### config.mk
export PLATFORM = sky130hd
export DESIGN_NAME = qea_host_sequencer
export DESIGN_NICKNAME = d
export VERILOG_FILES = /design/src/rtl/qea_host_sequencer.sv
export SDC_FILE = /design/constraint.sdc
export NUM_CORES = 1
export LEC_CHECK = 0
export ABC_AREA = 1
export BUFFER_PORTS_ARGS = -buffer_cell sky130_fd_sc_hd__buf_4
export CAP_MARGIN = 20
export CORE_AREA = 2 2 395 397
export CTS_CLUSTER_SIZE = 16
export DETAILED_ROUTE_END_ITERATION = 8
export DIE_AREA = 0 0 397 399
export GPL_TIMING_DRIVEN = 1
export HOLD_SLACK_MARGIN = 0.05
export PLACE_DENSITY = 0.41
export SETUP_SLACK_MARGIN = 0.4
export SLEW_MARGIN = 20
export SYNTH_ARGS = -nofsm -noshare
export SYNTH_HDL_FRONTEND = slang
export SYNTH_SLANG_ARGS = --single-unit
export TNS_END_PERCENT = 10
### constraint.sdc
create_clock -name clk -period 2.7 [get_ports clk]
set_input_delay 0.405 -clock clk [delete_from_list [all_inputs] [get_ports clk]]
set_output_delay 0.405 -clock clk [all_outputs]
set_load 0.05 [all_outputs]
### src/rtl/qea_host_sequencer.sv
// Host-side sequencer for QEA: loads gate context, clears state RAM to |0..0>,
// starts the core, times the run and streams amplitude rows back out.
module qea_host_sequencer #(
  parameter int PE_NUM_WIDTH            = 2,
  parameter int PE_NUM                  = 4,
  parameter int DATA_WIDTH              = 32,
  parameter int MAX_QBIT_WIDTH          = 6,
  parameter int STATE_DATA_WIDTH        = 2*DATA_WIDTH,
  parameter int STATE_ADDR_WIDTH        = 16,
  parameter int GATE_CONTEXT_DATA_WIDTH = 64,
  parameter int GATE_CONTEXT_ADDR_WIDTH = 16,
  parameter int NUM_FRAC_BIT            = 30,
  parameter int RD_LAT                  = 1
) (
  input  logic                                   clk,
  input  logic                                   rst_n,
  input  logic                                   i_cmd_start,
  input  logic [MAX_QBIT_WIDTH-1:0]              i_qbit_num,
  input  logic [GATE_CONTEXT_ADDR_WIDTH-1:0]     i_ins_num,
  input  logic                                   i_ctx_valid,
  output logic                                   o_ctx_ready,
  input  logic [GATE_CONTEXT_DATA_WIDTH-1:0]     i_ctx_data,
  output logic                                   o_amp_valid,
  input  logic                                   i_amp_ready,
  output logic                                   o_amp_last,
  output logic [PE_NUM*STATE_DATA_WIDTH-1:0]     o_amp_data,
  output logic                                   o_busy,
  output logic                                   o_done,
  output logic                                   o_err,
  output logic [31:0]                            o_cycle_count,
  output logic                                   o_qea_start,
  output logic [MAX_QBIT_WIDTH-1:0]              o_qea_qbit_num,
  output logic                                   o_ctx_en,
  output logic                                   o_ctx_wea,
  output logic [GATE_CONTEXT_ADDR_WIDTH-1:0]     o_ctx_addr,
  output logic [GATE_CONTEXT_DATA_WIDTH-1:0]     o_ctx_data,
  output logic                                   o_state_ena,
  output logic                                   o_state_wea,
  output logic [STATE_ADDR_WIDTH-1:0]            o_state_addra,
  output logic [PE_NUM*STATE_DATA_WIDTH-1:0]     o_state_dina,
  input  logic                                   i_qea_complete,
  input  logic [PE_NUM*STATE_DATA_WIDTH-1:0]     i_state_dout
);

  localparam int RW = PE_NUM*STATE_DATA_WIDTH;
  localparam int AW = STATE_ADDR_WIDTH;
  localparam int CW = GATE_CONTEXT_ADDR_WIDTH;
  localparam int QW = MAX_QBIT_WIDTH;
  localparam logic [QW-1:0] QMIN = QW'(PE_NUM_WIDTH);
  localparam logic [QW-1:0] QMAX = QW'(PE_NUM_WIDTH + STATE_ADDR_WIDTH);
  localparam logic [7:0] WL = 8'(RD_LAT - 1);
  localparam logic [DATA_WIDTH-1:0] ONE = DATA_WIDTH'(1) << NUM_FRAC_BIT;
  localparam logic [RW-1:0] ROW0 = {ONE, {(RW-DATA_WIDTH){1'b0}}};

  typedef enum logic [2:0] {
    IDLE, LOAD_CTX, INIT_STATE, START,
    RUN, RD_REQ, RD_WAIT, RD_OUT
  } state_t;

  state_t state, state_d;

  logic [QW-1:0] qbit, qbit_d;
  logic [CW-1:0] ins, ins_d, k, k_d;
  logic [AW-1:0] last, last_d, r, r_d;
  logic [1:0]    mask, mask_d;
  logic [7:0]    wcnt, wcnt_d;
  logic [AW:0]   rows_w;
  logic          bad;

  logic          ctx_ready_d, ctx_en_d, ctx_wea_d;
  logic [CW-1:0] ctx_addr_d;
  logic [GATE_CONTEXT_DATA_WIDTH-1:0] ctx_data_d;
  logic          st_ena_d, st_wea_d;
  logic [AW-1:0] st_addr_d;
  logic [RW-1:0] st_din_d, amp_data_d;
  logic          amp_valid_d, amp_last_d;
  logic          busy_d, done_d, err_d, start_d;
  logic [31:0]   cnt_d;
  logic [QW-1:0] qnum_d;

  assign rows_w = (AW+1)'(1) << (i_qbit_num - QMIN);
  assign bad = (i_qbit_num <= QMIN) || (i_qbit_num > QMAX);

  always_comb begin
    state_d     = state;
    qbit_d      = qbit;
    ins_d       = ins;
    last_d      = last;
    k_d         = k;
    r_d         = r;
    mask_d      = mask;
    wcnt_d      = wcnt;
    ctx_en_d    = 1'b0;
    ctx_wea_d   = 1'b0;
    ctx_addr_d  = '0;
    ctx_data_d  = '0;
    st_ena_d    = 1'b0;
    st_wea_d    = 1'b0;
    st_addr_d   = '0;
    st_din_d    = '0;
    amp_valid_d = 1'b0;
    amp_last_d  = 1'b0;
    amp_data_d  = o_amp_data;
    done_d      = 1'b0;
    err_d       = 1'b0;
    start_d     = 1'b0;
    cnt_d       = o_cycle_count;

    unique case (state)
      IDLE: begin
        if (i_cmd_start) begin
          if (bad) begin
            err_d = 1'b1;
          end else begin
            qbit_d  = i_qbit_num;
            ins_d   = i_ins_num;
            last_d  = AW'(rows_w - (AW+1)'(1));
            k_d     = '0;
            r_d     = '0;
            state_d = (i_ins_num == '0) ? INIT_STATE : LOAD_CTX;
          end
        end
      end
      LOAD_CTX: begin
        if (i_ctx_valid && o_ctx_ready) begin
          ctx_en_d   = 1'b1;
          ctx_wea_d  = 1'b1;
          ctx_addr_d = k;
          ctx_data_d = i_ctx_data;
          if (k == ins - CW'(1)) begin
            k_d     = '0;
            state_d = INIT_STATE;
          end else begin
            k_d = k + CW'(1);
          end
        end
      end
      INIT_STATE: begin
        st_ena_d  = 1'b1;
        st_wea_d  = 1'b1;
        st_addr_d = r;
        st_din_d  = (r == '0) ? ROW0 : '0;
        if (r == last) begin
          r_d     = '0;
          start_d = 1'b1;
          cnt_d   = '0;
          state_d = START;
        end else begin
          r_d = r + AW'(1);
        end
      end
      START: begin
        cnt_d   = o_cycle_count + 32'd1;
        mask_d  = 2'd2;
        state_d = RUN;
      end
      RUN: begin
        if (o_cycle_count != '1) cnt_d = o_cycle_count + 32'd1;
        // complete may still be high from the previous job
        if (mask != '0) begin
          mask_d = mask - 2'd1;
        end else if (i_qea_complete) begin
          r_d       = '0;
          st_ena_d  = 1'b1;
          st_addr_d = '0;
          state_d   = RD_REQ;
        end
      end
      RD_REQ: begin
        wcnt_d  = '0;
        state_d = RD_WAIT;
      end
      RD_WAIT: begin
        if (wcnt == WL) begin
          amp_data_d  = i_state_dout;
          amp_valid_d = 1'b1;
          amp_last_d  = (r == last);
          state_d     = RD_OUT;
        end else begin
          wcnt_d = wcnt + 8'd1;
        end
      end
      RD_OUT: begin
        amp_valid_d = 1'b1;
        amp_last_d  = o_amp_last;
        if (i_amp_ready) begin
          amp_valid_d = 1'b0;
          amp_last_d  = 1'b0;
          if (r == last) begin
            done_d  = 1'b1;
            state_d = IDLE;
          end else begin
            r_d       = r + AW'(1);
            st_ena_d  = 1'b1;
            st_addr_d = r + AW'(1);
            state_d   = RD_REQ;
          end
        end
      end
      default: state_d = IDLE;
    endcase

    busy_d      = (state_d != IDLE);
    qnum_d      = busy_d ? qbit_d : '0;
    ctx_ready_d = (state_d == LOAD_CTX);
  end

  always_ff @(posedge clk or negedge rst_n) begin
    if (!rst_n) begin
      state          <= IDLE;
      qbit           <= '0;
      ins            <= '0;
      last           <= '0;
      k              <= '0;
      r              <= '0;
      mask           <= '0;
      wcnt           <= '0;
      o_ctx_ready    <= 1'b0;
      o_ctx_en       <= 1'b0;
      o_ctx_wea      <= 1'b0;
      o_ctx_addr     <= '0;
      o_ctx_data     <= '0;
      o_state_ena    <= 1'b0;
      o_state_wea    <= 1'b0;
      o_state_addra  <= '0;
      o_state_dina   <= '0;
      o_amp_valid    <= 1'b0;
      o_amp_last     <= 1'b0;
      o_amp_data     <= '0;
      o_busy         <= 1'b0;
      o_done         <= 1'b0;
      o_err          <= 1'b0;
      o_qea_start    <= 1'b0;
      o_cycle_count  <= '0;
      o_qea_qbit_num <= '0;
    end else begin
      state          <= state_d;
      qbit           <= qbit_d;
      ins            <= ins_d;
      last           <= last_d;
      k              <= k_d;
      r              <= r_d;
      mask           <= mask_d;
      wcnt           <= wcnt_d;
      o_ctx_ready    <= ctx_ready_d;
      o_ctx_en       <= ctx_en_d;
      o_ctx_wea      <= ctx_wea_d;
      o_ctx_addr     <= ctx_addr_d;
      o_ctx_data     <= ctx_data_d;
      o_state_ena    <= st_ena_d;
      o_state_wea    <= st_wea_d;
      o_state_addra  <= st_addr_d;
      o_state_dina   <= st_din_d;
      o_amp_valid    <= amp_valid_d;
      o_amp_last     <= amp_last_d;
      o_amp_data     <= amp_data_d;
      o_busy         <= busy_d;
      o_done         <= done_d;
      o_err          <= err_d;
      o_qea_start    <= start_d;
      o_cycle_count  <= cnt_d;
      o_qea_qbit_num <= qnum_d;
    end
  end

endmodule
Yosys cells after proc, flatten, opt, wreduce, memory -nomap -nowiden
Index checks and enable logic that the tools add are counted.
Word-level totals
  output and inout port bits: 657
  bits in registers: 739
  bits of input ports: 348
Cells by class
  muxes and demuxes: 63
  order comparisons: 2
  reduce and logical (&&, ||, !) cells: 20
  equal/unequal tests: 22
  shift-type cells: 1
  bitwise gates (word level): 1
  add/sub/neg operators: 8
Operators by type and width (number)
  $mux W255: 2
  $mux W16: 12
  $mux W64: 2
  $pmux W32 S3: 1
  $mux W32: 2
  $pmux W16 S2: 2
  $pmux W16 S4: 1
  $add A16 B1 Y16 const B: 2
  $add A32 B1 Y32 const B: 1
  $eq A16 B16 Y1: 2
  $logic_not A16 Y1: 2
  $ne A32 B32 Y1 const B: 1
  $sub A16 B1 Y16 const B: 2
  $mux W3: 10
  $mux W6: 4
  $pmux W3 S8: 1
  $ne A2 B2 Y1 const B: 11
  $mux W1: 18
  $pmux W8 S2: 1
  $shl A1 B6 Y16 const A: 1
  $eq A3 B3 Y1 const B: 4
  $add A8 B1 Y8 const B: 1
  $logic_not A8 Y1: 1
  $mux W8: 1
  21 further kinds: 32

Logic depth before layout (Yosys ltp)
Gate-level depths: netlist of the first run.
  word-level depth: 7
  depth in mapped cells: 18
  gate-level depth less buffers: 18

Least setup slack after synthesis of the first run
OpenSTA, ideal clock, no wires.
  kind: register -> register
  start point: register o_cycle_count[1]
  end point: register o_cycle_count[21]
  stages on the path, launching flop included: 11
  setup time: 0.096 ns
  arrival: 2.083 ns
  slack: 0.522 ns
  cells stage by stage: dfrtp_1 ha_1 inv_1 nor3_1 nand2_1 nor2_1 a41oi_1 nand2_1 clkbuf_1 nand2_1 o31ai_1
Between the ends
  cells in the longest elaborated chain, start to end: 3
RTL lines
  start, declared: line 30  | output logic [31:0] o_cycle_count,
  start signal, assigned: line 261  | o_cycle_count <= cnt_d;
  $add A32 B1 Y32 / $ne A32 B32 Y1 (equally long branches): line 153, 158
  $mux W32 / $ne A2 B2 Y1 (equally long branches)
  $pmux W32 S3 / $reduce_and A3 Y1 (equally long branches)
Several ways; a longest one is shown, not always the timed one. The select of a mux whose other input is x is not followed.
A chain may end at the register's enable or synchronous reset.

Worst setup path in the final report of the first run
  start point: register ins[1]
  end point: register o_qea_qbit_num[4]
Between the ends
  cells in the longest elaborated chain, start to end: 7
RTL lines
  start, declared: line 63  | logic [CW-1:0] ins, ins_d, k, k_d;
  start signal, assigned: line 239  | ins <= ins_d;
  $sub A16 B1 Y16: line 130  | if (k == ins - CW'(1)) begin
  $eq A16 B16 Y1: line 130
  $mux W3: line 130
  $mux W3: line 125  | if (i_ctx_valid && o_ctx_ready) begin
  $pmux W3 S8: line 109  | unique case (state)
  $reduce_bool A3 Y1: line 203  | busy_d = (state_d != IDLE);
  net busy_d: line 77  | logic busy_d, done_d, err_d, start_d;
  $mux W6: line 204  | qnum_d = busy_d ? qbit_d : '0;
  net qnum_d[4]: line 79  | logic [QW-1:0] qnum_d;
  end signal, assigned: line 262  | o_qea_qbit_num <= qnum_d;
  end, declared: line 32  | output logic [MAX_QBIT_WIDTH-1:0] o_qea_qbit_num,
The timed path passes the listed nets, and every way through them passes these cells.

==> results of run 1 <==
==> area by class of cell <==
type	instances	area [sq um]	area share
antenna	2	5.00	0.000139
clock buffer	91	1880	0.0523
clock inverter	22	239	0.00666
inverter	221	841	0.0234
multi-input combinational	1907	8470	0.236
sequential	484	12100	0.338
tap	2044	2560	0.0713
timing repair buffer	1155	9770	0.272
timing repair inverter	1	7.51	0.000209
==> worst max-delay path by stage <==
stage | start | endpoint | slack, ns | cells after the start
floorplan | o_cycle_count[1]$_DFFE_PN0P_ | o_cycle_count[21]$_DFFE_PN0P_ | 0.52 | 10
global placement | i_qbit_num[1] | last[12]$_DFFE_PN0P_ | 0.23 | 14
detailed placement | i_qbit_num[1] | last[12]$_DFFE_PN0P_ | 0.18 | 15
CTS | ins[1]$_DFFE_PN0P_ | o_qea_qbit_num[4]$_DFF_PN0_ | 0.30 | 17
global route | ins[1]$_DFFE_PN0P_ | o_qea_qbit_num[4]$_DFF_PN0_ | 0.22 | 17
finish | ins[1]$_DFFE_PN0P_ | o_qea_qbit_num[4]$_DFF_PN0_ | 0.40 | 17
==> registers in the layout (all words and copies together) (netlist names), 2 cells and up <==
name / cells
o_amp_data: 256
o_ctx_data: 64
o_cycle_count: 32
ins: 16
k: 16
last: 16
o_ctx_addr: 16
o_state_addra: 16
r: 16
wcnt: 8
o_qea_qbit_num: 6
qbit: 6
state: 3
mask: 2
==> report_power, final <==
group / leakage [nW] / total [mW] / switching, mW / internal (mW)
combinational: 11.2 / 20.3 / 14.7 / 5.67
sequential: 6.20 / 11.2 / 1.52 / 9.63
clock: 1.04 / 8.75 / 3.51 / 5.24
==> layer usage <==
layer,global-route usage,up-vias,wire length (microns)
li1,-,10100,-
met1,0.142,9874,39000
met2,0.179,629,43900
met3,0.0241,100,5310
met4,0.0354,0,2200
met5,0,-,0
==> layout by cell type (no fill, tap or decap), types with 4 or more instances in the layout <==
cell,instances
a21oi_1,14
a31oi_1,4
buf_12,20
buf_4,798
bufinv_16,4
clkbuf_1,13
clkbuf_16,67
clkbuf_8,11
clkinv_2,10
clkinvlp_4,5
conb_1,255
dfrtp_1,476
dfrtp_2,8
dlygate4sd3_1,335
ha_1,9
inv_1,210
inv_2,7
inv_6,4
nand2_1,1060
nand2_2,10
nand2_4,5
nand3_1,62
nand3b_1,4
nand4_1,27
nor2_1,179
nor2_2,13
nor2_4,11
nor3_1,34
nor3_2,6
nor4_1,15
o21ai_0,58
o22ai_1,35
o31ai_1,10
xnor2_1,13
xor2_1,57
==> worst max-delay path, delay by kind of cell, from the launching register on <==
kind          cells  cell delay (ns)
simple gates     14             1.44
buf+inv           2             0.14
fa+ha+maj         1             0.18
flops             1             0.42
==> kinds of logic after synthesis <==
logic type / count (synthesis)
AOI/OAI and AO/OA: 135
DFF: 484
adders and majority gates: 11
other: 1
xor gates and xnor gates: 71
buffers and inverters: 563
and+or+nand+nor: 1435
==> repair_timing <==
item / CTS / global route
resized for setup: 5 / 55
endpoints found under the hold margin: 371 / 0
pin swaps: 0 / 10
cloned: 0 / 1
setup buffers: 0 / 8
setup endpoints to repair: 15 / 120
hold buffers: 335 / 0
==> impl_results.md, run 1 <==
* Status: completed
* Relative slew slack at 0.545
* Vias in the first global route at 20900
* Hold Slack at about 0.12 ns
* Post-synth top area cell: dfrtp_1
* Post-DR vias/cell at 3.49
* Hold endpoint: o_err$_DFF_PN0_
* Mapped cell area at 22600 sq um
* Antenna violations before repair at 5
* Pwr dens at 1120 nW/um^2
* Post-Syn Area per Cell at 8.36 sq um
* Most frequent cells after synthesis: nand2_1 (1067), dfrtp_1 (484), buf_4 (259), inv_1 (213), nor2_1 (191)
* Initial DRC Count at 1143
* Worst-path cell chain: inv_2 > ha_4 > nand2_4 > nor2_4 > nand2_1 > nand2_1 > nand2_1 > nor2_1 > nand3_1 > nor2_2 > nand2_2 > nand2_1 > nand2_2 > nor2_4 > nand3_4 > nand2_2 > inv_1
* TritonCTS Sinks at 484
* Die height at 399 microns
* Core area at 154000 sq um
* Hold Vio Cnt, Final at 0
* TritonRoute pass-1 iters at 5
* Most frequent cell after synthesis: nand2_1
* Nets@finish at 4196
* Final Max Slew Viols at 0
* Fillcell total at 17000
* H-tree depth at 3
* Via count at 20700
* Synthesis-to-layout area growth at 59.0%
* Netlist cell types at 46
* Tcrit/Tclk final at 0.853
* Final TNS setup at 0 ns
* F_max at 434 MHz
* Reg-to-Reg End: o_qea_qbit_num[4]$_DFF_PN0_
* Post-route cell area at 35900 sq um
* DRC errors left at 0
* Final setup viols at 0
* Worst-margin pin slew at a little under 0.7 ns
* Synth top area share at 0.537
* GRT Util Overall at 0.109
* First-pass GRT wire length at 132 mm
* Max-Cap Viols at 0
* Seq/Total Area, Yosys at 0.537
* R2R Path Start: ins[1]$_DFFE_PN0P_
* Largest family of logic cells by synthesized area: simple AND/OR/NAND/NOR gates
* Placed Cells at 5468
* Die Area at 158000 sq um
* CTS root buf: clkbuf_16
* Chip width at 397 microns
* Total Wirelength at about 90 mm
* Post-DP Area at roughly 30000 sq um
* Synth area leaders: dfrtp_1 (54%), nand2_1 (18%), buf_4 (8.6%)
* Post-placement setup slack at 0.179 ns
* Largest buffer count on any clock path at 3
* WHS Path Cells at 3
* Wirelength per Cell at 15.2 microns
* Mux share of post-synthesis cell area at 0
* Clk_lat worst skew at 0.64 ns
* Crit path top cell by count: nand2_1
* Worst Setup Path Type: reg -> reg
* Initial Util at 0.147
* WP data arrival at 2.81 ns
* Yosys reg bits at roughly 480
* Gpl congestion at 0.840
* P_leak at around 18 nW
* Post-synth ARST share at 1.00
* Worst-path fanout max at 7
* Compound-gate portion of the synthesized area at 0.0348
* Critical Path Source Type: flop
* Port bufs at 749
* Worst path slowest cell: dfrtp_1
* EDFF count, synth at 0
* Grt ovf at 0
* CTS tree: built
* Post-Synth Adder-Cell Area at 0.00610
* Most used DFF post-synth: dfrtp_1
* Layout cells sized above 1 at 0.257
* Worst IR Drop VDD at 0.596 mV
* Synth Area in Simple Gates at 0.256
* Syn Inst Count at between 2000 and 3000
* Synth warn at 0
* IO Count at 1005
* Final WS setup at ~0.40 ns
* Row Count at 144
* Hold_sp: i_cmd_start
* Worst reg2reg path depth at 17
* Clock slew at reported path FFs at 0.06 ns
* Overall power at between 40 and 50 mW
* Antenna Violating Nets Remaining at 0
* Critical Path RT at ~3.2 ns
* Min-Delay Path Class: in -> reg
* Final Non-Filler Cells at around 5900
* Critical path's largest stage delay at 0.42 ns
* Largest net degree at the start of global routing at 81
* Post-Route Utilization at 0.233
* Max Clock Skew at 0.0401 ns
* HPWL Detailed at approximately 69 mm
* Cts bufs inserted at 67
* R2r setup slk at between 0.3 and 0.4 ns
* RSZ-0062 raised after global routing: true
* CP Capture Type: flop
* Xor/xnor share of the synthesized area at 0.0275
* Period minus WS final at 2.30 ns
No activity file was read; power rests on OpenSTA's default activity.
==> run 2: changes to the inputs <==
--- a/config.mk
+++ b/config.mk
@@ -15,7 +15,8 @@
 export GPL_TIMING_DRIVEN = 1
 export HOLD_SLACK_MARGIN = 0.05
 export PLACE_DENSITY = 0.41
-export SETUP_SLACK_MARGIN = 0.4
+export SETUP_SLACK_MARGIN = 0.02
+export SKIP_LAST_GASP = 1
 export SLEW_MARGIN = 20
 export SYNTH_ARGS = -nofsm -noshare
 export SYNTH_HDL_FRONTEND = slang
==> impl_results.md, run 2 (synthesis gave the netlist of run 1 again) <==
* Status: completed
* Regs by FF count: o_amp_data (256), o_ctx_data (64), o_cycle_count (32)
* Post-DR vias/cell at 3.49 (about the same)
* Die height at 399 microns (unchanged)
* Period minus WS final at 2.41 ns (+0.109 ns)
* Min-Delay Path Class: in -> reg
* TritonRoute pass-1 iters at 5 (unchanged)
* Crit. path cell count at 17 (unchanged)
* Critical Path RT at 3.20 ns (about the same)
* Worst reg2reg path depth at 17 (unchanged)
* Total Wirelength at 90.2 mm (-0.24%)
* Initial Util at 0.147 (unchanged)
* Crit path top cell by count: nand2_1
* P_leak at 18.4 nW (-0.40%)
* Worst-path cell chain: inv_1 > ha_1 > nand2_2 > nor2_4 > nand2_1 > nand2_1 > nand2_1 > nor2_1 > nand3_1 > nor2_1 > nand2_2 > nand2_1 > nand2_2 > nor2_4 > nand3_4 > nand2_1 > inv_1
* GRT Util Overall at 0.109 (about the same)
* RSZ-0062 raised after global routing: true
* Antenna Violating Nets Remaining at 0 (unchanged)
* Worst path slowest cell: dfrtp_1
* Largest buffer count on any clock path at 3 (unchanged)
* Worst-path fanout max at 7 (unchanged)
* H-tree depth at 3 (unchanged)
* Worst Setup Path Type: reg -> reg
* Most frequent cells in the layout: nand2_1 (1067), buf_4 (793), dfrtp_1 (484), dlygate4sd3_1 (335), conb_1 (255)
* Clock slew at reported path FFs at 0.06 ns (about the same)
* F_max at 414 MHz (-4.5%)
* Final setup viols at 0 (unchanged)
* Most common cell after layout, fill and taps aside: nand2_1
* Grt ovf at 0 (unchanged)
* Via count at 20700 (-0.10%)
* Wirelength per Cell at 15.2 microns (-0.11%)
* IO Count at 1005 (unchanged)
* Hold Vio Cnt, Final at 0 (unchanged)
* CTS tree: built
* Final Non-Filler Cells at 5919 (-0.13%)
* TritonCTS Sinks at 484 (unchanged)
* Reg-to-Reg End: o_qea_qbit_num[4]$_DFF_PN0_
* R2R Path Start: ins[1]$_DFFE_PN0P_
* Critical Path Source Type: flop
* Core area at 154000 sq um (unchanged)
* First-pass GRT wire length at 132 mm (about the same)
* Postcts setup bufs at 0 (unchanged)
* HPWL Detailed at 69.2 mm (unchanged)
* Fillcell total at 17000 (+0.065%)
* Vias in the first global route at 20900 (-0.077%)
* R2r setup slk at 0.29 ns (-0.11 ns)
* Beginning of the critical path: ins[1]$_DFFE_PN0P_
* Initial DRC Count at 1061 (-7.2%)
* Setup crit end: o_qea_qbit_num[4]$_DFF_PN0_
* Nets@finish at 4187 (-0.21%)
* Cts bufs inserted at 67 (unchanged)
* Synthesis-to-layout area growth at 57.7%
* Row Count at 144 (unchanged)
* Placed Cells at 5468 (unchanged)
* Family with the most delay on the worst path: simple AND/OR/NAND/NOR gates
* Antenna violations before repair at 5 (unchanged)
* Port bufs at 749 (unchanged)
* Overall power at 39.9 mW (-0.78%)
* CTS root buf: clkbuf_16
* Die Area at 158000 sq um (unchanged)
* Max Clock Skew at 0.0409 ns (+0.000767 ns)
* CP Capture Type: flop
* Clk_lat worst skew at 0.64 ns (about the same)
* Worst IR Drop VDD at 0.596 mV (about the same)
* WP data arrival at 2.92 ns (+0.11 ns)
* Tcrit/Tclk final at 0.894 (+0.0403)
* Max reg flops at 256 (unchanged)
* Relative slew slack at 0.533 (-0.0120)
* Layout cells sized above 1 at 0.245 (-0.0118)
* Critical path's largest stage delay at 0.41 ns (about the same)
* Gpl congestion at 0.840 (unchanged)
* Largest net degree at the start of global routing at 81 (unchanged)
* Max-Cap Viols at 0 (unchanged)
* Worst-margin pin slew at 0.693 ns (+0.0107 ns)
* Chip width at 397 microns (unchanged)
* Register with the most flip-flops: o_amp_data
* Pwr dens at 1120 nW/um^2 (about the same)
* DRC errors left at 0 (unchanged)
* Final Max Slew Viols at 0 (unchanged)
* WP buf/inv at 2 (unchanged)
run 2: worst min-delay path, cell delays in order:
cell and delay, ns:
buf_4 0.13, nand2_1 0.06, nor2_1 0.08
run 2: stage by stage:
| stage | hold WS (ns) | setup WS (ns) | area [sq um] | utilization | setup TNS [ns] |
|---|---|---|---|---|---|
| 2_1_floorplan | 0.109 | 0.522 | 23500 | - | 0 |
| 3_3_place_gp | 0.455 | 0.227 | 30100 | 0.196 | 0 |
| 3_5_place_dp | 0.455 | 0.179 | 30100 | 0.196 | 0 |
| 4_1_cts | 0.0505 | 0.224 | 35600 | 0.232 | 0 |
| 5_1_grt | 0.0815 | -0.00293 | 35600 | 0.232 | -0.00293 |
| 6_report | 0.110 | 0.287 | 35600 | 0.232 | 0 |
run 2: routing by layer:
metal	track usage	wire length [microns]
met5	0	0
met3	0.0241	5310
met2	0.179	43700
met4	0.0354	2270
met1	0.142	38900
run 2: worst min path at each step:
stage          depth (start not counted)  slack (ns)                start                           to
4_1_cts                                3        0.05    i_state_dout[196]  o_amp_data[196]$_DFFE_PN0P_
2_1_floorplan                          0        0.11                rst_n           ins[0]$_DFFE_PN0P_
3_5_place_dp                           2        0.45    qbit[5]$_DFF_PN0_            qbit[5]$_DFF_PN0_
5_1_grt                                3        0.08    i_state_dout[196]  o_amp_data[196]$_DFFE_PN0P_
3_3_place_gp                           2        0.45  mask[0]$_DFFE_PN0P_          mask[0]$_DFFE_PN0P_
6_report                               3        0.11          i_cmd_start              o_err$_DFF_PN0_
run 2: power breakdown:
| part | internal, mW | total, mW | switching [mW] |
|---|---|---|---|
| registers | 9.62 | 11.1 | 1.50 |
| logic | 5.50 | 20.0 | 14.5 |
| clock network | 5.24 | 8.75 | 3.51 |
| total | 20.4 | 39.9 | 19.5 |
run 2: layout make-up:
cell class	count	area [sq um]	share of cell area
Multi-Input combinational cell	1907	8290	0.233
Sequential cell	484	12100	0.340
Clock buffer	91	1880	0.0527
Timing Repair Buffer	1147	9680	0.272
Tap cell	2044	2560	0.0718
Clock inverter	22	239	0.00671
Inverter	221	837	0.0235
Antenna cell	3	7.51	0.000211
run 2: timing repair:
| item | CTS | global route |
|---|---|---|
| resized for setup | 0 | 2 |
| hold endpoints to repair | 371 | 0 |
| hold buffers | 335 | 0 |
| endpoints found under the setup margin | 0 | 6 |
==> run 3: changes to the inputs <==
--- a/config.mk
+++ b/config.mk
@@ -14,7 +14,7 @@
 export DIE_AREA = 0 0 397 399
 export GPL_TIMING_DRIVEN = 1
 export HOLD_SLACK_MARGIN = 0.05
-export PLACE_DENSITY = 0.41
+export PLACE_DENSITY = 0.43
 export SETUP_SLACK_MARGIN = 0.02
 export SKIP_LAST_GASP = 1
 export SLEW_MARGIN = 20
==> impl_results.md, run 3 (synthesis gave the netlist of run 1 again) <==
* Vias in the first global route at 20600 (-1.4%)
* Total Wirelength at 90.5 mm (+0.41%)
* CP Capture Type: flop
* Nets@finish at 4196 (+0.21%)
* Register Area at 12100 sq um (unchanged)
* WP data arrival at 2.97 ns (+0.05 ns)
* Clock slew at reported path FFs at 0.06 ns (about the same)
* First-pass GRT wire length at 131 mm (-0.48%)
* Row Count at 144 (unchanged)
* Critical Path Source Type: flop
* Max reg flops at 256 (unchanged)
* Worst IR Drop VDD at 0.660 mV (+11%)
* CTS root buf: clkbuf_16
* Placed Cells at 5479 (+0.20%)
* H-tree depth at 3 (unchanged)
* Core area at 154000 sq um (unchanged)
* Most frequent cells in the layout: nand2_1 (1067), buf_4 (809), dfrtp_1 (484), dlygate4sd3_1 (333), conb_1 (255)
* GRT Util Overall at 0.109 (-0.000394)
* Clk_lat worst skew at 0.63 ns (about the same)
* Overall power at 40.1 mW (+0.45%)
* TritonCTS Sinks at 484 (unchanged)
* Antenna Violating Nets Remaining at 0 (unchanged)
* Post-placement setup slack at 0.216 ns (+0.0364 ns)
* HPWL Detailed at 69.5 mm (+0.36%)
* Post-route cell area at 35600 sq um (about the same)
* Final TNS setup at 0 ns (unchanged)
* Final Max Slew Viols at 0 (unchanged)
* Initial DRC Count at 1278 (+20%)
* Die height at 399 microns (unchanged)
* Final WS setup at 0.288 ns (+0.00130 ns)
* Port bufs at 749 (unchanged)
* Gpl congestion at 0.839 (about the same)
* Tcrit/Tclk final at 0.893 (about the same)
* Final setup viols at 0 (unchanged)
* Relative slew slack at 0.381 (-0.152)
* DRC errors left at 0 (unchanged)
* Antenna violations before repair at 4 (-1)
* Post-DR vias/cell at 3.49 (about the same)
* Largest net degree at the start of global routing at 77 (-4.9%)
* Final Non-Filler Cells at 5926 (+0.12%)
* Most common cell after layout, fill and taps aside: nand2_1
* TritonRoute pass-1 iters at 7 (+2)
* Synthesis-to-layout area growth at 57.8% (about the same)
* Chip width at 397 microns (unchanged)
* Critical Path RT at 3.26 ns (+0.06 ns)
* CTS tree: built
* Fillcell total at 17000 (-0.18%)
* Initial Util at 0.147 (unchanged)
* Worst Setup Path Type: reg -> reg
* Die Area at 158000 sq um (unchanged)
* Max-Cap Viols at 0 (unchanged)
* Via count at 20700 (+0.087%)
* Wirelength per Cell at 15.3 microns (+0.29%)
* Footprint of the multi-input gates at 8290 sq um (about the same)
* Worst-path fanout max at 7 (unchanged)
* Postcts setup bufs at 0 (unchanged)
* Cts bufs inserted at 67 (unchanged)
* Worst-margin pin slew at 0.928 ns (+0.236 ns)
* Post-DP Area at 30100 sq um (about the same)
* Regs by FF count: o_amp_data (256), o_ctx_data (64), o_cycle_count (32)
* RSZ-0062 raised after global routing: false
* Max Clock Skew at 0.0176 ns (-0.0233 ns)
* F_max at 415 MHz (about the same)
* Min-Delay Path Class: in -> reg
* Period minus WS final at 2.41 ns (-0.00130 ns)
* Layout cells sized above 1 at 0.246 (+0.000978)
* Status: completed
* Grt ovf at 0 (unchanged)
* Pwr dens at 1130 nW/um^2 (+0.42%)
* Hold Vio Cnt, Final at 0 (unchanged)
* Register with the most flip-flops: o_amp_data
* Largest buffer count on any clock path at 3 (unchanged)
* IO Count at 1005 (unchanged)
* P_leak at 18.4 nW (about the same)
==> run 3: cell count changes in the layout (fill, tap and decap cells not counted), sizes merged <==
cell and change:
buf +11, clkbuf +6, clkinv -4, diode -2
dlygate4sd3 -2, inv -2, bufinv -1, clkinvlp +1
==> run 3: stage by stage <==
stage                     hold WS (ns)  utilization
after floorplan                  0.109            -
after global placement           0.447        0.196
after detailed placement         0.447        0.196
after CTS                       0.0525        0.232
after global routing            0.0904        0.232
final                           0.0949        0.232
==> run 3: area by class of cell <==
type / count / share of cell area
antenna: 1 / 0.0000703
clock buffer: 97 / 0.0548
clock inverter: 16 / 0.00516
inverter: 221 / 0.0235
multi-input combinational: 1907 / 0.233
sequential: 484 / 0.340
tap: 2044 / 0.0718
timing repair buffer: 1156 / 0.272
==> run 3: metal layers <==
| metal | vias up | track usage | part of all wire |
|---|---|---|---|
| li1 | 10100 | - | - |
| met1 | 9896 | 0.144 | 0.44 |
| met2 | 595 | 0.174 | 0.48 |
| met3 | 113 | 0.0235 | 0.055 |
| met4 | 2 | 0.0371 | 0.027 |
| met5 | - | 0 | 0.00011 |
==> run 3: final timing paths <==
kind	cells past startpoint	slack, ns	to	start
max in group asynchronous	3	1.36	o_amp_data[194]$_DFFE_PN0P_	rst_n
min in group asynchronous	2	0.44	o_amp_data[45]$_DFFE_PN0P_	rst_n
hold / removal	3	0.09	o_amp_data[75]$_DFFE_PN0P_	i_state_dout[75]
hold reg to reg	2	0.47	qbit[5]$_DFF_PN0_	qbit[5]$_DFF_PN0_
setup reg to reg	17	0.29	o_qea_qbit_num[2]$_DFF_PN0_	ins[1]$_DFFE_PN0P_
setup / recovery	17	0.29	o_qea_qbit_num[2]$_DFF_PN0_	ins[1]$_DFFE_PN0P_
==> run 3: what timing repair did <==
item | 4_1_cts | 5_1_grt
hold buffers | 333 | 0
resized for setup | 0 | 0
endpoints found under the hold margin | 365 | 0
==> run 3: power breakdown <==
group	internal [mW]	total, mW	switching [mW]
logic	5.50	20.1	14.6
registers	9.62	11.1	1.52
clock network	5.29	8.83	3.54
==> run 3: critical path, cell delays in order (launching register included) <==
cell,delay (ns)
dfrtp_1,0.38
inv_1,0.08
ha_1,0.31
inv_1,0.06
nand2_1,0.04
nand2_1,0.07
nand2_1,0.07
nor2_1,0.17
nand2_1,0.07
nor2_1,0.11
nand2_1,0.07
nor3_1,0.23
nand4_1,0.17
nand2_1,0.09
nand2_1,0.10
nand3_4,0.17
nand2_1,0.07
inv_1,0.06
